**config.mk**
```make
export PLATFORM = sky130hd
export DESIGN_NAME = fetch_redirect_ctrl
export DESIGN_NICKNAME = d
export VERILOG_FILES = /design/src/rtl/fetch_redirect_ctrl.sv
export SDC_FILE = /design/constraint.sdc
export NUM_CORES = 1
export LEC_CHECK = 0
export ABC_AREA = 1
export ABC_CLOCK_PERIOD_IN_PS = 2250
export BUFFER_PORTS_ARGS = -buffer_cell sky130_fd_sc_hd__buf_2
export CORE_ASPECT_RATIO = 1.1
export CORE_MARGIN = 2
export CORE_UTILIZATION = 45
export DETAILED_ROUTE_END_ITERATION = 12
export PLACE_DENSITY = 0.69
export RECOVER_POWER = 25
export REMOVE_ABC_BUFFERS = 1
export SETUP_SLACK_MARGIN = 0.15
export SYNTH_ARGS = -nofsm -noshare
export SYNTH_HDL_FRONTEND = slang
export SYNTH_SLANG_ARGS = --single-unit
export TNS_END_PERCENT = 10
```
**constraint.sdc**
```tcl
create_clock -name i_clk -period 2.25 [get_ports i_clk]
set_input_delay 0.225 -clock i_clk [delete_from_list [all_inputs] [get_ports i_clk]]
set_output_delay 0.225 -clock i_clk [all_outputs]
set_load 0.02 [all_outputs]
```
**src/rtl/fetch_redirect_ctrl.sv**
```systemverilog
// Instruction fetch controller. It issues one fetch at a time, buffers the returned word
// for IF/ID, and redirects the fetch stream when the branch unit resolves a taken branch.
module fetch_redirect_ctrl #(
    parameter logic [31:0] RESET_PC = 32'h0000_0000
) (
    input  logic        i_clk,
    input  logic        i_rst_n,
    input  logic        i_stall,
    input  logic        i_ex_valid,
    input  logic        i_branch,
    input  logic [31:0] i_branch_addr,
    output logic        o_flush,
    output logic        o_misalign,
    output logic        o_fetch_req,
    output logic [31:0] o_fetch_addr,
    input  logic        i_fetch_gnt,
    input  logic        i_fetch_rvalid,
    input  logic [31:0] i_fetch_rdata,
    output logic        o_if_valid,
    output logic [31:0] o_if_inst,
    output logic [31:0] o_if_pc,
    input  logic        i_id_ready
);

    typedef enum logic [2:0] {IDLE, FETCH, WAIT, HOLD, DISCARD} state_e;

    state_e      state_q;
    logic [31:0] pc_q;
    logic [31:0] addr_q;
    logic [31:0] inst_q;
    logic [31:0] inst_pc_q;
    logic        pend_q;
    logic        req_q;
    logic        hold_q;

    logic        redirect;
    logic [31:0] target;
    logic [31:0] pc_inc;
    logic [31:0] fetch_pc;

    // Gated by reset so flush/misalign stay quiet while the core is held in reset.
    assign redirect = i_rst_n & i_branch & i_ex_valid & ~i_stall;
    assign target   = {i_branch_addr[31:2], 2'b00};
    assign pc_inc   = pc_q + 32'd4;
    assign fetch_pc = redirect ? target : pc_q;

    always_ff @(posedge i_clk or negedge i_rst_n) begin
        if (!i_rst_n) begin
            state_q   <= IDLE;
            pc_q      <= RESET_PC;
            addr_q    <= RESET_PC;
            pend_q    <= 1'b0;
            req_q     <= 1'b0;
            hold_q    <= 1'b0;
            inst_q    <= 32'h0;
            inst_pc_q <= 32'h0;
        end else begin
            if (redirect) begin
                pc_q <= target;
            end
            case (state_q)
                IDLE: begin
                    state_q <= FETCH;
                    req_q   <= 1'b1;
                    addr_q  <= fetch_pc;
                end
                // The request address stays put until granted; a redirect here only
                // marks the in-flight word as stale.
                FETCH: begin
                    if (i_fetch_gnt) begin
                        req_q   <= 1'b0;
                        pend_q  <= 1'b0;
                        state_q <= (pend_q || redirect) ? DISCARD : WAIT;
                    end else if (redirect) begin
                        pend_q <= 1'b1;
                    end
                end
                WAIT: begin
                    if (i_fetch_rvalid) begin
                        if (redirect) begin
                            state_q <= FETCH;
                            req_q   <= 1'b1;
                            addr_q  <= target;
                        end else begin
                            state_q   <= HOLD;
                            hold_q    <= 1'b1;
                            inst_q    <= i_fetch_rdata;
                            inst_pc_q <= addr_q;
                        end
                    end else if (redirect) begin
                        state_q <= DISCARD;
                    end
                end
                HOLD: begin
                    if (redirect || (i_id_ready && !i_stall)) begin
                        state_q <= FETCH;
                        req_q   <= 1'b1;
                        hold_q  <= 1'b0;
                        addr_q  <= redirect ? target : pc_inc;
                        if (!redirect) begin
                            pc_q <= pc_inc;
                        end
                    end
                end
                DISCARD: begin
                    if (i_fetch_rvalid) begin
                        state_q <= FETCH;
                        req_q   <= 1'b1;
                        addr_q  <= fetch_pc;
                    end
                end
                default: begin
                    state_q <= IDLE;
                    req_q   <= 1'b0;
                    hold_q  <= 1'b0;
                end
            endcase
        end
    end

    assign o_flush      = redirect;
    assign o_misalign   = redirect & (i_branch_addr[1:0] != 2'b00);
    assign o_fetch_req  = req_q;
    assign o_fetch_addr = addr_q;
    assign o_if_valid   = hold_q & ~redirect;
    assign o_if_inst    = inst_q;
    assign o_if_pc      = inst_pc_q;

endmodule

```
==> flow_metrics.tcl <==
set metrics [dict create \
    ys_seq_area_share_pct 45.8 \
    rrSetupSlack_ns 0.37 \
    cts_inserted_buffers 17 \
    die-area_mm2 0.0173 \
    drive_above_1_share_pct 26.9 \
    post-route-period-util_pct 85.7 \
    yosys_most_used_dff "dfrtp_1" \
    status "complete, no violations" \
    core-area_mm2 0.0158 \
    pwr-share-clk_pct 20.7 \
    rsz0062_at_grt "false" \
    syn2layout_area_growth_pct 23.2 \
    hpwl_um 12700 \
    r2r_end "pc_q[15]" \
    nFillCells 1462 \
    yosysMostFrequentCell "nand2_1" \
    drtPass1Iterations 5 \
    whs_ns 0.0331 \
    num_rows 48 \
    h-tree-depth 4 \
    maxCapViolCount 0 \
    fin_crit_ns 1.93 \
    setup_viol 0 \
    ys_warn_count 0 \
    grt_pass1_vias 6213 \
    ff2ff_path_depth 7 \
    port_buffers 171 \
    wl_per_cell_um 14.2 \
    cts_tree "built" \
    antenna_cells 0 \
    vias 6429 \
    rr_startpoint "state_q[1]" \
    grt_max_degree 135 \
    synth_edf_count 0 \
    routed_wl_um 18500 \
    worst_slew_margin_rel_pct 17.6 \
    nNetsFinal 1162 \
    synth.avg_cell_area_um2 7.97 \
    cp_num_buf_inv 5 \
    slew_violations 0 \
    switching_share_pct 42.3 \
    crit_top_cell "nor2_1" \
    clock-root-buffer "clkbuf_16" \
    clk_pin_slew_ns 0.06 \
    tightestPinTransition_ns 1.24 \
    drt-initial-drc-count 296 \
    cp_max_fo 21 \
    fp.dieH_um 138 \
    met2_length_um 8590 \
    hold_violations 0 \
    total_power_mw 14.3 \
    synthDistinctLibCells 36 \
    p_leak_nw 4.90 \
    yosysTopAreaCell "dfrtp_1" \
    syn_area_mm2 0.00732 \
    powerDensity_mw_per_mm2 1580 \
    synth_area_leaders "dfrtp_1 46%, nand2_1 19%, mux2_4 12%" \
    clk_latency_ns 0.42 \
    crit_chain "dlygate4sd3_1 -> clkbuf_1 -> inv_1 -> nor2_1 -> nand2_2 -> inv_2 -> buf_4 -> o21ai_1 -> or2_2 -> nor2_1 -> nor2_1" \
    seqPwrFrac_pct 31.4 \
    dr.max_layer_used "met4" \
    ys_top_cells_by_count "374 x nand2_1, 134 x dfrtp_1, 115 x nor2_1" \
    met1_length_um 8490 \
    grt_pass1_wl_um 30500 \
    synth_top_area_share_pct 45.8 \
    p_switching_mw 6.04 \
    wl_met3_um 1130 \
    ir_worst_vdd_uv 726 \
    skew_ns 0.00895 \
    min_to "o_if_inst[6]" \
    pwr-share-comb_pct 47.9 \
    crit_arrival_ns 2.24 \
    endpoint_kind "flip-flop" \
    numClockSinks 134 \
    final_antenna_net_count 0 \
    track_usage_pct 22.0 \
    gp_congestion 0.937 \
    drc 0 \
    hold_depth 2 \
    crit_path_start_kind "input port" \
    worstSetupPathType "in2reg" \
    die-width_um 126 \
    required_ns 2.56 \
    fin_setup_tns_ns 0 \
    synth-seq-cells 134 \
    slowest_delay_ns 0.52 \
    power.internal_mw 8.25 \
    fin_util_pct 57.1 \
    max_clock_freq_mhz 519 \
    multi_input_area_mm2 0.00355 \
    antenna_found_initial 0 \
    worstHoldPathType "in2reg" \
    io-pin-count 172 \
    holdCritStartpoint "i_fetch_rdata[6]" \
    start_util_pct 46.3 \
    critPathTopFamily "buffers and inverters" \
    cts_buffer_depth 2 \
    crit_path_top_delay_cell "dlygate4sd3_1" \
    vias_per_cell 4.94 \
    post-cts-setup-buffers 0 \
    regArea_mm2 0.00335 \
    syn_inst 918 \
    overflow 0 \
    synthArstFlopShare_pct 100 \
]
-- state kept, by name, indices dropped and copies added, names as in the netlist --
name	flops
pc_q	32
state_q	3
o_if_pc	32
pend_q	1
o_fetch_addr	32
o_if_inst	32
hold_q	1
o_fetch_req	1
-- repair_timing --
item,4_1_cts,5_1_grt
hold endpoints to repair,134,0
endpoints found under the setup margin,0,43
hold buffers,1,0
resized for setup,0,5
-- final cells by class --
| type | count | share of cell area [%] |
|---|---|---|
| clock buffer | 17 | 4.72 |
| clock inverter | 15 | 2.25 |
| inverter | 53 | 2.34 |
| multi-input combinational | 694 | 39.3 |
| sequential | 134 | 37.2 |
| tap | 200 | 2.77 |
| timing repair buffer | 189 | 11.5 |
-- placed cells by master, fill, tap and decap left out, types with 2 or more instances in the layout --
cell	count
clkbuf_16	17
buf_4	13
o22ai_1	2
buf_2	170
inv_6	2
o21ai_1	10
dfrtp_1	134
nor2_1	115
inv_2	4
nor3_1	3
clkinv_2	3
nand4_1	2
o21ai_0	26
nand2_1	373
o211ai_1	2
mux2_4	60
bufinv_16	4
a21oi_1	24
clkinvlp_4	2
inv_1	48
buf_12	3
nor2_2	5
clkinv_4	4
nand2_2	2
nand3_1	53
o21bai_1	4
-- cell families (layout without fill, tap and decap cells) --
family	count (synthesis)	count (layout)	share of synthesized area, %
AND/OR/NAND/NOR	561	561	30.5
flip-flops	134	134	45.8
buffers and inverters	90	274	5.90
AO/OA/AOI/OAI	71	71	5.18
multiplexers	60	60	12.3
adder cells (fa/ha/maj)	1	1	0.171
XOR/XNOR	1	1	0.120
-- power by group through the flow --
stage	logic (mW)	clock network, mW	registers, mW
4_1_cts	6.87	3.02	4.49
5_1_grt	7.63	3.12	4.67
6_report	6.85	2.96	4.49
3_5_place_dp	6.83	0	4.51
2_1_floorplan	3.73	0	5.44
3_3_place_gp	6.73	0	4.48
-- stage by stage --
stage	cell area, um^2	setup WS [ns]	cells
finish	9020	0.321	1302
CTS	9020	0.161	1302
global route	9020	0.0922	1302
floorplan	7090	-0.619	881
detailed placement	8380	0.230	1269
global placement	8380	0.354	1269
-- per-layer routing --
metal  GRT usage [%]  up-vias
li1                -     3255
met4            7.96        0
met2            35.6      202
met3            4.50       25
met1            29.6     2947
met5               0        -
-- worst max-delay path by stage --
stage | start | endpoint | slack (ns) | cells after the start
6_report | i_rst_n | state_q[0] | 0.32 | 11
3_3_place_gp | state_q[1] | o_fetch_addr[17] | 0.35 | 8
5_1_grt | i_rst_n | o_fetch_addr[24] | 0.09 | 12
2_1_floorplan | state_q[2] | pc_q[10] | -0.62 | 7
4_1_cts | i_rst_n | o_fetch_addr[31] | 0.16 | 12
3_5_place_dp | state_q[1] | o_fetch_addr[31] | 0.23 | 8
Note: power is estimated with default switching activity, not from simulation.
